`config.mk`:
```
export PLATFORM = sky130hd
export DESIGN_NAME = branch_seeker
export DESIGN_NICKNAME = d
export VERILOG_FILES = /design/src/rtl/branch_seeker_pkg.sv /design/src/rtl/branch_seeker_depth_counter.sv /design/src/rtl/branch_seeker.sv
export SDC_FILE = /design/constraint.sdc
export NUM_CORES = 1
export LEC_CHECK = 0
export ABC_CLOCK_PERIOD_IN_PS = 7000
export BUFFER_PORTS_ARGS = -buffer_cell sky130_fd_sc_hd__buf_2
export CAP_MARGIN = 10
export CORE_MARGIN = 1
export CORE_UTILIZATION = 61
export CTS_CLUSTER_DIAMETER = 80
export DETAILED_ROUTE_END_ITERATION = 7
export PLACE_DENSITY_LB_ADDON = 0.08
export SLEW_MARGIN = 20
export SYNTH_ARGS = -nofsm -noshare
export SYNTH_HDL_FRONTEND = slang
export SYNTH_SLANG_ARGS = --single-unit
export TNS_END_PERCENT = 5
```
`constraint.sdc`:
```
create_clock -name clock -period 7 [get_ports clock]
set_clock_uncertainty 0.2 [all_clocks]
set_input_delay 0.7 -clock clock [delete_from_list [all_inputs] [get_ports clock]]
set_output_delay 0.7 -clock clock [all_outputs]
set_load 0.02 [all_outputs]
```
`src/rtl/branch_seeker_pkg.sv`:
```
// Shared definitions for the bracket-matching branch seeker: instruction
// op_codes, seeker FSM states and scan-direction constants.
package branch_seeker_pkg;

  typedef enum logic [3:0] {
    OP_NOP   = 4'd0,
    OP_INC   = 4'd1,
    OP_DEC   = 4'd2,
    OP_LEFT  = 4'd3,
    OP_RIGHT = 4'd4,
    OP_OUT   = 4'd5,
    OP_IN    = 4'd6,
    OP_CBF   = 4'd7,
    OP_CBB   = 4'd8,
    OP_HALT  = 4'd9
  } op_code;

  typedef enum logic [2:0] {
    IDLE  = 3'd0,
    ISSUE = 3'd1,
    CHECK = 3'd2,
    DONE  = 3'd3,
    FAIL  = 3'd4
  } seek_state;

  localparam logic SEEK_FORWARD  = 1'b0;
  localparam logic SEEK_BACKWARD = 1'b1;

endpackage

```
`src/rtl/branch_seeker_depth_counter.sv`:
```
// Bracket nesting-depth counter: clears to zero, counts up/down, and reports
// zero and saturated (all-ones) conditions.
module branch_seeker_depth_counter #(
  parameter int WIDTH = 8
) (
  input  logic             i_clk,
  input  logic             i_rst,
  input  logic             i_clear,
  input  logic             i_inc,
  input  logic             i_dec,
  output logic [WIDTH-1:0] o_count,
  output logic             o_zero,
  output logic             o_max
);

  logic [WIDTH-1:0] r_count;

  // Increment at max or decrement at zero is held; the FSM never requests either.
  always_ff @(posedge i_clk) begin
    if (i_rst || i_clear) begin
      r_count <= '0;
    end else if (i_inc && !o_max) begin
      r_count <= r_count + 1'b1;
    end else if (i_dec && !o_zero) begin
      r_count <= r_count - 1'b1;
    end
  end

  assign o_count = r_count;
  assign o_zero  = (r_count == '0);
  assign o_max   = &r_count;

endmodule

```
`src/rtl/branch_seeker.sv`:
```
// Walks instruction memory from a taken CBF/CBB to its matching bracket and
// returns the redirect PC (match address + 1). Two cycles per instruction.
module branch_seeker
  import branch_seeker_pkg::*;
#(
  parameter int ADDR_WIDTH  = 16,
  parameter int DEPTH_WIDTH = 8
) (
  input  logic                   clock,
  input  logic                   reset,
  input  logic                   start,
  input  logic                   direction,
  input  logic [ADDR_WIDTH-1:0]  start_pc,
  output logic [ADDR_WIDTH-1:0]  imem_addr,
  output logic                   imem_req,
  input  op_code                 imem_data,
  output logic                   busy,
  output logic                   done,
  output logic                   error,
  output logic [ADDR_WIDTH-1:0]  target_pc,
  output seek_state              o_dbg_state,
  output logic [DEPTH_WIDTH-1:0] o_dbg_depth
);

  seek_state             r_state;
  seek_state             w_next_state;
  logic                  r_dir;
  logic [ADDR_WIDTH-1:0] r_addr;
  logic [ADDR_WIDTH-1:0] r_target;

  logic                  w_addr_load;
  logic [ADDR_WIDTH-1:0] w_addr_d;
  logic [ADDR_WIDTH-1:0] w_stepped;
  logic                  w_at_end;
  logic                  w_start_at_end;
  logic                  w_target_load;
  logic                  w_depth_clear;
  logic                  w_depth_inc;
  logic                  w_depth_dec;
  logic                  w_depth_zero;
  logic                  w_depth_max;
  logic                  w_is_own;
  logic                  w_is_close;

  branch_seeker_depth_counter #(
    .WIDTH (DEPTH_WIDTH)
  ) u_depth (
    .i_clk   (clock),
    .i_rst   (reset),
    .i_clear (w_depth_clear),
    .i_inc   (w_depth_inc),
    .i_dec   (w_depth_dec),
    .o_count (o_dbg_depth),
    .o_zero  (w_depth_zero),
    .o_max   (w_depth_max)
  );

  // "Own" bracket deepens the nest in the scan direction; "close" unwinds it.
  assign w_is_own   = (r_dir == SEEK_BACKWARD) ? (imem_data == OP_CBB) : (imem_data == OP_CBF);
  assign w_is_close = (r_dir == SEEK_BACKWARD) ? (imem_data == OP_CBF) : (imem_data == OP_CBB);

  assign w_at_end       = (r_dir == SEEK_BACKWARD) ? (r_addr == '0) : (&r_addr);
  assign w_stepped      = (r_dir == SEEK_BACKWARD) ? (r_addr - 1'b1) : (r_addr + 1'b1);
  assign w_start_at_end = (direction == SEEK_BACKWARD) ? (start_pc == '0) : (&start_pc);

  always_comb begin
    w_next_state  = r_state;
    w_addr_load   = 1'b0;
    w_addr_d      = r_addr;
    w_target_load = 1'b0;
    w_depth_clear = 1'b0;
    w_depth_inc   = 1'b0;
    w_depth_dec   = 1'b0;
    case (r_state)
      IDLE: begin
        if (start) begin
          w_depth_clear = 1'b1;
          if (w_start_at_end) begin
            w_next_state = FAIL;
          end else begin
            w_addr_load  = 1'b1;
            w_addr_d     = (direction == SEEK_BACKWARD) ? (start_pc - 1'b1) : (start_pc + 1'b1);
            w_next_state = ISSUE;
          end
        end
      end
      ISSUE: w_next_state = CHECK;
      CHECK: begin
        if (w_is_close && w_depth_zero) begin
          w_target_load = 1'b1;
          w_next_state  = DONE;
        end else if ((w_is_own && w_depth_max) || w_at_end) begin
          w_next_state = FAIL;
        end else begin
          w_addr_load  = 1'b1;
          w_addr_d     = w_stepped;
          w_depth_inc  = w_is_own;
          w_depth_dec  = w_is_close;
          w_next_state = ISSUE;
        end
      end
      DONE:    w_next_state = IDLE;
      FAIL:    w_next_state = IDLE;
      default: w_next_state = IDLE;
    endcase
  end

  always_ff @(posedge clock) begin
    if (reset) begin
      r_state  <= IDLE;
      r_dir    <= SEEK_FORWARD;
      r_addr   <= '0;
      r_target <= '0;
    end else begin
      r_state <= w_next_state;
      if (r_state == IDLE && start) begin
        r_dir <= direction;
      end
      if (w_addr_load) begin
        r_addr <= w_addr_d;
      end
      if (w_target_load) begin
        r_target <= r_addr + 1'b1;
      end
    end
  end

  assign imem_addr   = r_addr;
  assign imem_req    = (r_state == ISSUE);
  assign busy        = (r_state != IDLE);
  assign done        = (r_state == DONE);
  assign error       = (r_state == FAIL);
  assign target_pc   = r_target;
  assign o_dbg_state = r_state;

endmodule

```
==> results.json <==
{
  "postRouteAntennaNets": 0,
  "synth_edf_count": 0,
  "syn_to_final_growth_pct": 11.38,
  "rows": 28,
  "grt_usage_pct": 29.42,
  "cap_violations": 0,
  "cts.sink_count": 44,
  "slowest_delay_ps": 810,
  "fin_ws_ps": 2594,
  "irDropWorstVdd_mv": 0.09299,
  "path_buf_inv": 0,
  "cts_tree": "done",
  "numCtsBuffers": 5,
  "die_w_um": 80.16,
  "diodes": 0,
  "place_area_um2": 4041,
  "endpoint_kind": "flop",
  "gp_congestion": 0.9230,
  "slew-limit-headroom_pct": 41.27,
  "dr.pass1.iters": 8,
  "hold_violations": 0,
  "ys_ff_latch": 44,
  "crit_path_frequent_cell": "mux2i_1",
  "antenna_found_initial": 0,
  "tightest_slew_ps": 878.8,
  "setup_tns_ps": 0,
  "worstSkewPairLatency_ps": 310,
  "place_hpwl_um": 6890,
  "vias": 3833,
  "fin_area_um2": 4150,
  "io_buffers": 70,
  "cp.depth": 11,
  "rr_worst_depth": 11,
  "layout-drive-gt1-share_pct": 16.82,
  "grt_pass1_wl_um": 14840,
  "async_flop_share_pct": 0,
  "worstPathRequired_ps": 6980,
  "htreeDepth": 2,
  "synthCells": 498,
  "period_needed_ps": 4406,
  "drtIter0Drc": 318,
  "fin_nets": 594,
  "core_area_um2": 5921,
  "clkTransAtPathRegs_ps": 80,
  "root_buffer": "clkbuf_8",
  "crit_fanout": 22,
  "powerDensity_nw_per_um2": 180.3,
  "grt_setup_unrepaired": "no",
  "startpoint_type": "flop",
  "viasPerCell": 6.162,
  "wl_per_cell_um": 14.85,
  "fillers": 535,
  "critPathKind": "flop to flop",
  "fin_crit_sh_pct": 62.95,
  "postLayoutCoreUtil_pct": 70.10,
  "ctsResizeCount": 0,
  "clockBufferDepth": 2,
  "gr-total-overflow": 0,
  "fmax_mhz": 227.0,
  "ys.flop_type": "dfxtp_1",
  "yosysSeqAreaShare_pct": 23.64,
  "die-area_um2": 6425,
  "yosysWarnings": 0,
  "grt_max_degree": 39,
  "syn_avg_cell_area_um2": 7.482,
  "die_h_um": 80.16,
  "start_util_pct": 62.93,
  "ys_types": 68,
  "grt_pass1_vias": 3237,
  "drv_slew": 0,
  "drt-total-wl_um": 9234,
  "worstPathArrival_ps": 4390,
  "route.detailed.drc": 0,
  "path_cells": "mux2i_1, a222oi_1, nand3_1, ha_1, a21o_1, a21oi_1, o21ai_0, o41ai_1, mux2i_1, xnor2_1, nor2_1",
  "crit_family": "compound AO/OA/AOI/OAI gates",
  "post_cts_buffers": 0,
  "min_path_type": "flop to flop",
  "critPathSlowestCell": "dfxtp_1",
  "cts_hold_buf": 0,
  "p_leak_nw": 1.658,
  "syn-num-nets": 546,
  "synth_area_um2": 3726,
  "setup_violations": 0,
  "place_ws_ps": 2607,
  "outcome": "completed",
  "whs_path_depth": 2,
  "io_pins": 71
}
-- cell usage in the layout, fill, tap and decap left out, drive strengths merged, types with 6 or more instances in the layout --
master and instances:
a211oi 24, nand3 17, or2 7, o31ai 6, clkbuf 6, a21oi 31, nand4 8, ha 22
nor4 10, mux2i 9, xnor2 19, o21ai 26, inv 14, or3 9, buf 70, nor3 18
nand2b 6, o211ai 6, nor2 72, xor2 10, nand2 31, dfxtp 44
-- report_power, final --
part	internal (mW)	switching, mW
Combinational	0.102	0.147
Clock	0.106	0.0871
Sequential	0.266	0.0411
Total	0.473	0.275
-- flip-flops by register name, indices dropped and copies added (netlist names) --
signal and count:
r_dir 1, o_dbg_state 3, target_pc 16, imem_addr 16, u_depth.o_count 8
-- routing by layer --
metal	track usage (%)	share of wire, %	vias to the layer above
li1	-	-	1932
met1	38.45	46	1747
met2	49.83	47	140
met3	4.091	5.7	14
met4	8.929	1.4	0
met5	0	0	-
-- cells in the mapped netlist (all sizes together), types with 6 or more instances --
cell / count / area [µm²]
nand3: 17 / 85.08
mux2i: 9 / 90.09
xor2: 10 / 87.58
inv: 14 / 52.55
or2: 7 / 46.30
nand2: 31 / 116.4
ha: 22 / 275.3
o211ai: 6 / 50.05
o31ai: 6 / 45.04
or3: 9 / 56.30
nor4: 10 / 77.57
nor3: 18 / 90.09
nand4: 8 / 50.05
buf: 7 / 42.54
a211oi: 24 / 180.2
nor2: 72 / 272.8
clkbuf: 22 / 86.34
o21ai: 26 / 133.9
xnor2: 19 / 166.4
a21oi: 31 / 155.2
nand2b: 6 / 37.54
dfxtp: 44 / 880.8
-- worst paths after layout --
check / startpoint / endpoint / slack (ps)
worst min-delay path: target_pc[7] / target_pc[7] / 300
worst min register to register: target_pc[7] / target_pc[7] / 300
worst max register to register: r_dir / u_depth.o_count[7] / 2590
worst max-delay path: r_dir / u_depth.o_count[7] / 2590
-- metrics by stage --
stage	std cells	power, mW	hold WS, ps
after floorplan	498	0.4942	369.1
after global placement	614	0.5504	271.1
after detailed placement	614	0.5558	283.0
after CTS	622	0.7467	298.9
after global routing	622	0.7920	315.4
final	622	0.7485	295.5
-- cell families (layout without fill, tap and decap cells) --
logic type	count (synthesis)	count (layout)	share of synthesized area, %
DFF	44	44	23.64
muxes	9	9	2.418
xor gates and xnor gates	29	29	6.817
AOI/OAI and AO/OA	137	137	24.68
buffers and inverters	43	92	4.869
adders and majority gates	24	24	8.462
and+or+nand+nor	212	212	29.11
-- layout make-up --
cell class              instances  area [µm²]  area share [%]
inverters                      14       52.55           1.266
multi-input cells             411        2665           64.21
flip-flops and latches         44       880.8           21.22
clock inverters                 2       35.03          0.8441
well taps                      75       93.84           2.261
repair buffers                 70       350.3           8.441
clock buffers                   6       72.57           1.749
-- worst reg2reg max path: stages, from the launching register on --
cell      delay [ps]
dfxtp_1          810
mux2i_1          250
a222oi_1         800
nand3_1          480
ha_1             420
a21o_1           180
a21oi_1          210
o21ai_0          150
o41ai_1          340
mux2i_1          260
xnor2_1          140
nor2_1            50
No activity file was read; power rests on OpenSTA's default activity.
